$ cat src/rtl/tl_resp_router.sv
// TileLink-style D-channel response router: one slave stream fanned out to
// per-master ports by source ID, burst-locked, with a single registered slot.
module tl_resp_router #(
    parameter int NUM_MASTERS = 2,
    parameter int SRC_W       = 2,
    parameter int DATA_W      = 32,
    parameter int LEN_W       = 3,
    parameter int OP_W        = 3
) (
    input  logic                   clock,
    input  logic                   reset,
    input  logic                   in_valid,
    output logic                   in_ready,
    input  logic [OP_W-1:0]        in_opcode,
    input  logic [SRC_W-1:0]       in_source,
    input  logic [LEN_W-1:0]       in_len,
    input  logic [DATA_W-1:0]      in_data,
    input  logic                   in_denied,
    output logic [NUM_MASTERS-1:0] out_valid,
    input  logic [NUM_MASTERS-1:0] out_ready,
    output logic [OP_W-1:0]        out_opcode,
    output logic [SRC_W-1:0]       out_source,
    output logic [DATA_W-1:0]      out_data,
    output logic                   out_denied,
    output logic                   out_last,
    output logic                   err_unmapped,
    input  logic                   err_clear
);

    localparam logic [1:0] S_IDLE  = 2'd0;
    localparam logic [1:0] S_BURST = 2'd1;
    localparam logic [1:0] S_DROP  = 2'd2;

    localparam logic [SRC_W:0] LP_NM = (SRC_W+1)'(NUM_MASTERS);

    logic [1:0]             r_state;
    logic [LEN_W-1:0]       r_cnt;
    logic [SRC_W-1:0]       r_sel;
    logic                   r_full;
    logic [OP_W-1:0]        r_opcode;
    logic [SRC_W-1:0]       r_source;
    logic [DATA_W-1:0]      r_data;
    logic                   r_denied;
    logic                   r_last;
    logic                   r_err;

    logic [NUM_MASTERS-1:0] w_valid;
    logic                   w_drain;
    logic                   w_mapped;
    logic                   w_acc;
    logic                   w_idle;
    logic                   w_load;
    logic                   w_len0;
    logic                   w_cnt_one;
    logic                   w_last_beat;

    always_comb begin
        w_valid = '0;
        for (int k = 0; k < NUM_MASTERS; k++) begin
            w_valid[k] = r_full && (r_sel == SRC_W'(k));
        end
    end

    assign w_drain     = |(w_valid & out_ready);
    assign w_mapped    = {1'b0, in_source} < LP_NM;
    assign w_idle      = (r_state == S_IDLE);
    assign in_ready    = (r_state == S_DROP) || !r_full || w_drain;
    assign w_acc       = in_valid && in_ready;
    assign w_load      = w_acc && ((w_idle && w_mapped) || r_state == S_BURST);
    assign w_len0      = (in_len == '0);
    assign w_cnt_one   = (r_cnt == LEN_W'(1));
    // Last-beat flag comes from burst position only.
    assign w_last_beat = w_idle ? w_len0 : w_cnt_one;

    always_ff @(posedge clock or negedge reset) begin
        if (!reset) begin
            r_state  <= S_IDLE;
            r_cnt    <= '0;
            r_sel    <= '0;
            r_full   <= 1'b0;
            r_opcode <= '0;
            r_source <= '0;
            r_data   <= '0;
            r_denied <= 1'b0;
            r_last   <= 1'b0;
            r_err    <= 1'b0;
        end else begin
            if (w_load) begin
                r_full   <= 1'b1;
                r_opcode <= in_opcode;
                r_source <= w_idle ? in_source : r_sel;
                r_data   <= in_data;
                r_denied <= in_denied;
                r_last   <= w_last_beat;
            end else if (w_drain) begin
                r_full <= 1'b0;
            end

            if (w_acc && w_idle && !w_mapped) begin
                r_err <= 1'b1;
            end else if (err_clear) begin
                r_err <= 1'b0;
            end

            if (w_acc) begin
                case (r_state)
                    S_IDLE: begin
                        if (w_mapped) begin
                            r_sel <= in_source;
                        end
                        if (!w_len0) begin
                            r_cnt   <= in_len;
                            r_state <= w_mapped ? S_BURST : S_DROP;
                        end
                    end
                    S_BURST, S_DROP: begin
                        r_cnt <= r_cnt - 1'b1;
                        if (w_cnt_one) begin
                            r_state <= S_IDLE;
                        end
                    end
                    default: r_state <= S_IDLE;
                endcase
            end
        end
    end

    assign out_valid    = w_valid;
    assign out_opcode   = r_opcode;
    assign out_source   = r_source;
    assign out_data     = r_data;
    assign out_denied   = r_denied;
    assign out_last     = r_last;
    assign err_unmapped = r_err;

endmodule

$ cat config.mk
export PLATFORM = sky130hd
export DESIGN_NAME = tl_resp_router
export DESIGN_NICKNAME = d
export VERILOG_FILES = /design/src/rtl/tl_resp_router.sv
export SDC_FILE = /design/constraint.sdc
export NUM_CORES = 1
export LEC_CHECK = 0
export CORE_UTILIZATION = 34
export CTS_BUF_LIST = sky130_fd_sc_hd__clkbuf_16
export CTS_CLUSTER_SIZE = 12
export DETAILED_ROUTE_END_ITERATION = 12
export GPL_ROUTABILITY_DRIVEN = 1
export GPL_TIMING_DRIVEN = 0
export PLACE_DENSITY_LB_ADDON = 0.2
export SYNTH_ARGS = -nofsm -noshare
export SYNTH_HDL_FRONTEND = slang
export SYNTH_SLANG_ARGS = --single-unit
$ cat constraint.sdc
create_clock -name clock -period 3.2 [get_ports clock]
set_input_delay 0.48 -clock clock [delete_from_list [all_inputs] [get_ports clock]]
set_output_delay 0.48 -clock clock [all_outputs]
set_load 0.01 [all_outputs]
# Yosys cells after proc, flatten, opt, wreduce, memory -nomap -nowiden
# Index checks and enable logic that the tools add are counted.
# W data, S select, Z words.
# classes
add_sub_neg,1
multipliers,0
div_mod_pow,0
magnitude_cmp,1
n_eq_ne,6
shifts,0
muxes,12
n_bitwise,1
reduce_logical,23
# op_table
cell,count
$reduce_and A3 Y1,3
$mux W2,4
$logic_and A1 B1 Y1,7
$pmux W3 S2,1
$reduce_bool A2 Y1,3
$mux W1,5
$eq A2 B1 Y1 const B,2
$logic_not A2 Y1,2
$ne A2 B2 Y1 const B,2
$pmux W2 S2,1
$reduce_or A2 Y1,2
$eq A3 B1 Y1 const B,1
$logic_not A3 Y1,1
$logic_or A1 B1 Y1,3
$mux W3,1
$sub A3 B1 Y3 const B,1
$and A2 B2 Y2,1
$eq A2 B2 Y1 const B,1
$logic_not A1 Y1,2
$lt A2 B2 Y1 const B,1
# word_totals
regBits,48
latch_bits,0
mem_bits_rw,0
mem_bits_ro,0
output_inout_bits,43
word_cells,54
memories,0

# Longest topological paths before layout
# depth
ltp_word,9
ltp_mapped,10

# Worst setup path before layout
# Ideal clock, no wire load.
# synth_timing
kind,register -> register
start,register r_state[0]
end,"register r_data[0], in the netlist out_data[0]"
setup_time_ps,125
arrival_ps,1783
required_time_ps,3075
slack_ps,1292
path_stages_with_launch,10
path_buffers,3
period_less_slack_ps,1908
cell_sequence,dfrtp_1 -> inv_1 -> ha_1 -> buf_4 -> nor2b_1 -> o21ai_4 -> nor2b_4 -> buf_6 -> buf_12 -> mux2_4
# synth_via
elab_chain_len,5
elab_cells_between_ends,9
cone_classes,eq/ne (2); reduce/logical (7)
# synth_rtl
element,line_no,source
start: declaration,36,logic [1:0] r_state;
start signal: assignment,113,r_state <= w_mapped ? S_BURST : S_DROP;
$eq A2 B2 Y1,67,assign in_ready = (r_state == S_DROP) || !r_full || w_drain;
$logic_or A1 B1 Y1 (2 in series),67,
$logic_and A1 B1 Y1,68,assign w_acc = in_valid && in_ready;
$logic_and A1 B1 Y1 (*),69,assign w_load = w_acc && ((w_idle && w_mapped) || r_state == S_BURST);
end signal: assignment,92,r_data <= in_data;
end: declaration,42,logic [DATA_W-1:0] r_data;
# Mark *: on every way between the ends. The rest lies on a longest branch, timed or not.
# A chain may end at the register's enable or synchronous reset.

# Final worst setup path
# layout_timing
start,register r_state[0]
end,output port in_ready
# layout_via
elab_chain_len,3
# layout_rtl
element,line_no,source
$eq A2 B2 Y1,67,
$logic_or A1 B1 Y1 (2 in series),67,
end: declaration,13,"output logic in_ready,"
# No other way between the ends.

==> flow_metrics.env <==
export IMPL_synth_largest_area_cell="dfrtp_1"
export IMPL_ant_nets=0
export IMPL_fin_crit_ps=2270
export IMPL_port_buffers=89
export IMPL_detailedPlace_worstSlack_ps=936
export IMPL_worstMarginPinSlew_ps=448
export IMPL_p_leak_nw=1.52
export IMPL_synth_area_top_cells="dfrtp_1 (52%), mux2_4 (24%), ha_1 (2.7%)"
export IMPL_fin_area_sq_um=3490
export IMPL_finalHoldViolCount=0
export IMPL_power_per_cell_area_nw_per_um2=1000
export IMPL_fin_ws_ps=928
export IMPL_status="finished, violations left"
export IMPL_synth_compound_area_share_pct=6.03
export IMPL_core_area_sq_um=6460
export IMPL_finalNonFillerCells=329
export IMPL_maxCapViolations=0
export IMPL_place_hpwl_um=3390
export IMPL_firstDrtPassIters=9
export IMPL_synth_nets=206
export IMPL_fin_skew_ps=4.84
export IMPL_drc=11
export IMPL_synth_top_family_by_area="multiplexers"
export IMPL_ys_warn_count=0
export IMPL_synth_seq_area_share_pct=51.7
export IMPL_min_path_type="input port to asynchronous set/reset pin"
export IMPL_critPathLaunchType="flop"
export IMPL_row_count=29
export IMPL_failed_checks="design-rule violations"
export IMPL_seq_power_share_pct=31.0
export IMPL_syn_area_sq_um=2320
export IMPL_ctsHoldBuffers=0
export IMPL_initial_core_util_pct=36.0
export IMPL_slew_viol_final=0
export IMPL_synthAdderAreaFrac_pct=2.69
export IMPL_cp_arrival_ps=1790
export IMPL_track_usage_pct=14.0
export IMPL_post_cts_buffers=0
export IMPL_first_global_vias=1573
export IMPL_cts_repair_resized=0
export IMPL_ios=90
export IMPL_avgRoutedWirePerCell_um=14.4
export IMPL_synth_cells=154
export IMPL_clk_pin_slew_ps=70
export IMPL_h_tree_depth=2
export IMPL_dp_cells=321
export IMPL_place_area_sq_um=3330
export IMPL_via_per_inst=4.64
export IMPL_drt_iter0_drc=71
export IMPL_rsz0062_at_grt="no"
export IMPL_fin_tns_setup_ps=0
export IMPL_yosysUniqueCellTypes=35
export IMPL_grt_start_max_net_pins=34
export IMPL_clkPwrFrac_pct=16.7
export IMPL_p_int_mw=2.45
export IMPL_cts_buffers=5
export IMPL_crit_type="flop to output pin"
export IMPL_fin_crit_sh_pct=71.0
export IMPL_peakVddDrop_v=0.000349
export IMPL_p_total_mw=3.51
export IMPL_dieArea_sq_um=7170
export IMPL_nets=303
export IMPL_crit_path_max_fanout=3
export IMPL_fin_util_pct=54.1
export IMPL_synthMuxAreaShare_pct=27.2
export IMPL_whs_ps=118
export IMPL_pwr_share_comb_pct=52.3
export IMPL_die_y_um=84.7
export IMPL_grt_pass1_wl_um=7770
export IMPL_gp_congestion=0.796
export IMPL_wirelength_um=4740
export IMPL_yosys_area_share_xor_xnor_pct=0
export IMPL_synth_avg_cell_area_sq_um=15.1
export IMPL_cp_required_ps=2720
export IMPL_grt_overflow_total=0
export IMPL_n_antenna_cell=0
export IMPL_syn_to_final_growth_pct=50.4
export IMPL_setup_viol=0
export IMPL_die_w_um=84.7
export IMPL_clock_sinks=48
export IMPL_relSlewSlack_pct=70.1
export IMPL_fmax_mhz=440
export IMPL_cp_end_kind="output pin"
export IMPL_clkLatencyLatePin_ps=280
export IMPL_cts_root_buf="clkbuf_16"
export IMPL_power_share_switching_pct=30.2
export IMPL_cts_tree="done"
export IMPL_cts_buffer_depth=2
export IMPL_synth_simple_gate_area_share_pct=7.22
export IMPL_synth_seq_cells=48
export IMPL_vias=1527
export IMPL_drive_gt1_share_pct=24.2
export IMPL_power_switching_mw=1.06
export IMPL_yosys_area_top_type_share_pct=51.7
export IMPL_antenna_found_initial=0
==> registers in the layout (all words and copies together), names as in the netlist, 2 cells and up <==
signal      cells
out_data       32
out_opcode      3
out_source      2
r_cnt           3
r_sel           2
r_state         2
==> synthesized netlist by cell type <==
| cell | number |
|---|---|
| a21oi_1 | 1 |
| a2bb2oi_2 | 1 |
| a31oi_1 | 1 |
| a32oi_1 | 1 |
| and3_1 | 1 |
| buf_12 | 3 |
| buf_4 | 1 |
| buf_6 | 1 |
| buf_8 | 1 |
| clkbuf_1 | 1 |
| dfrtp_1 | 48 |
| ha_1 | 5 |
| inv_1 | 6 |
| mux2_2 | 2 |
| mux2_4 | 37 |
| mux2i_1 | 4 |
| mux2i_2 | 1 |
| nand2_1 | 4 |
| nand2_2 | 1 |
| nand2b_1 | 3 |
| nand3_1 | 3 |
| nand3b_1 | 1 |
| nor2_1 | 4 |
| nor2b_1 | 4 |
| nor2b_4 | 2 |
| nor3b_1 | 2 |
| nor4_1 | 1 |
| o2111ai_1 | 1 |
| o211ai_1 | 3 |
| o21a_1 | 1 |
| o21ai_0 | 5 |
| o21ai_4 | 1 |
| o21bai_4 | 1 |
| o22ai_1 | 1 |
| or4b_1 | 1 |
==> power groups by stage <==
stage / combinational (mW) / sequential [mW] / clock (mW)
after floorplan: 0.952 / 1.21 / 0
after global placement: 1.83 / 1.09 / 0
after detailed placement: 1.84 / 1.10 / 0
after CTS: 1.85 / 1.09 / 0.610
after global routing: 1.97 / 1.14 / 0.638
final: 1.83 / 1.09 / 0.586
==> placed cells by master, fill, tap and decap left out, types with 2 or more instances in the layout <==
| master | n |
|---|---|
| nand2_1 | 4 |
| mux2i_1 | 4 |
| inv_1 | 6 |
| mux2_2 | 2 |
| nor2_1 | 4 |
| nand3_1 | 3 |
| clkbuf_16 | 5 |
| clkdlybuf4s50_1 | 88 |
| nor2b_4 | 2 |
| nand2b_1 | 3 |
| dfrtp_1 | 48 |
| nor2b_1 | 4 |
| mux2_4 | 37 |
| nor3b_1 | 2 |
| ha_1 | 5 |
| buf_12 | 4 |
| o211ai_1 | 3 |
| o21ai_0 | 5 |
==> critical path, cell delays in order (launching register included) <==
cell and delay [ps]:
dfrtp_1 380, inv_1 70, ha_1 190, nand2b_1 180, o21bai_4 200, clkdlybuf4s50_1 490
==> layer usage <==
metal | global-route usage [%] | vias up | share of wire, %
met3 | 4.82 | 4 | 8.7
met4 | 4.16 | 0 | 0.78
li1 | - | 730 | -
met2 | 20.6 | 59 | 41
met1 | 19.5 | 734 | 49
met5 | 0 | - | 0
==> final cells by class <==
class	count	area (sq um)
Fill cell	561	2970
Buffer	7	97.6
Timing Repair Buffer	90	906
Tap cell	77	96.3
Sequential cell	48	1200
Multi-Input combinational cell	93	1000
Clock buffer	5	125
Inverter	6	22.5
Clock inverter	3	42.5
==> path summary, 6_finish.rpt <==
path	start	endpoint	slack, ps	cells past startpoint
max in group asynchronous	reset	out_data[22]	2570	2
worst min register to register	out_last	out_last	490	1
worst min-delay path	reset	out_data[17]	120	1
worst max register to register	r_state[0]	out_data[21]	1060	9
worst max-delay path	r_state[0]	in_ready	930	5
min in group clock	out_last	out_last	490	1
==> cell families (layout without fill, tap and decap cells) <==
family / Yosys count / in the layout
AOI/OAI and AO/OA: 17 / 17
adders and majority gates: 5 / 5
buffers and inverters: 13 / 111
DFF: 48 / 48
muxes: 44 / 44
and+or+nand+nor: 27 / 27
No activity file was read; power rests on OpenSTA's default activity.
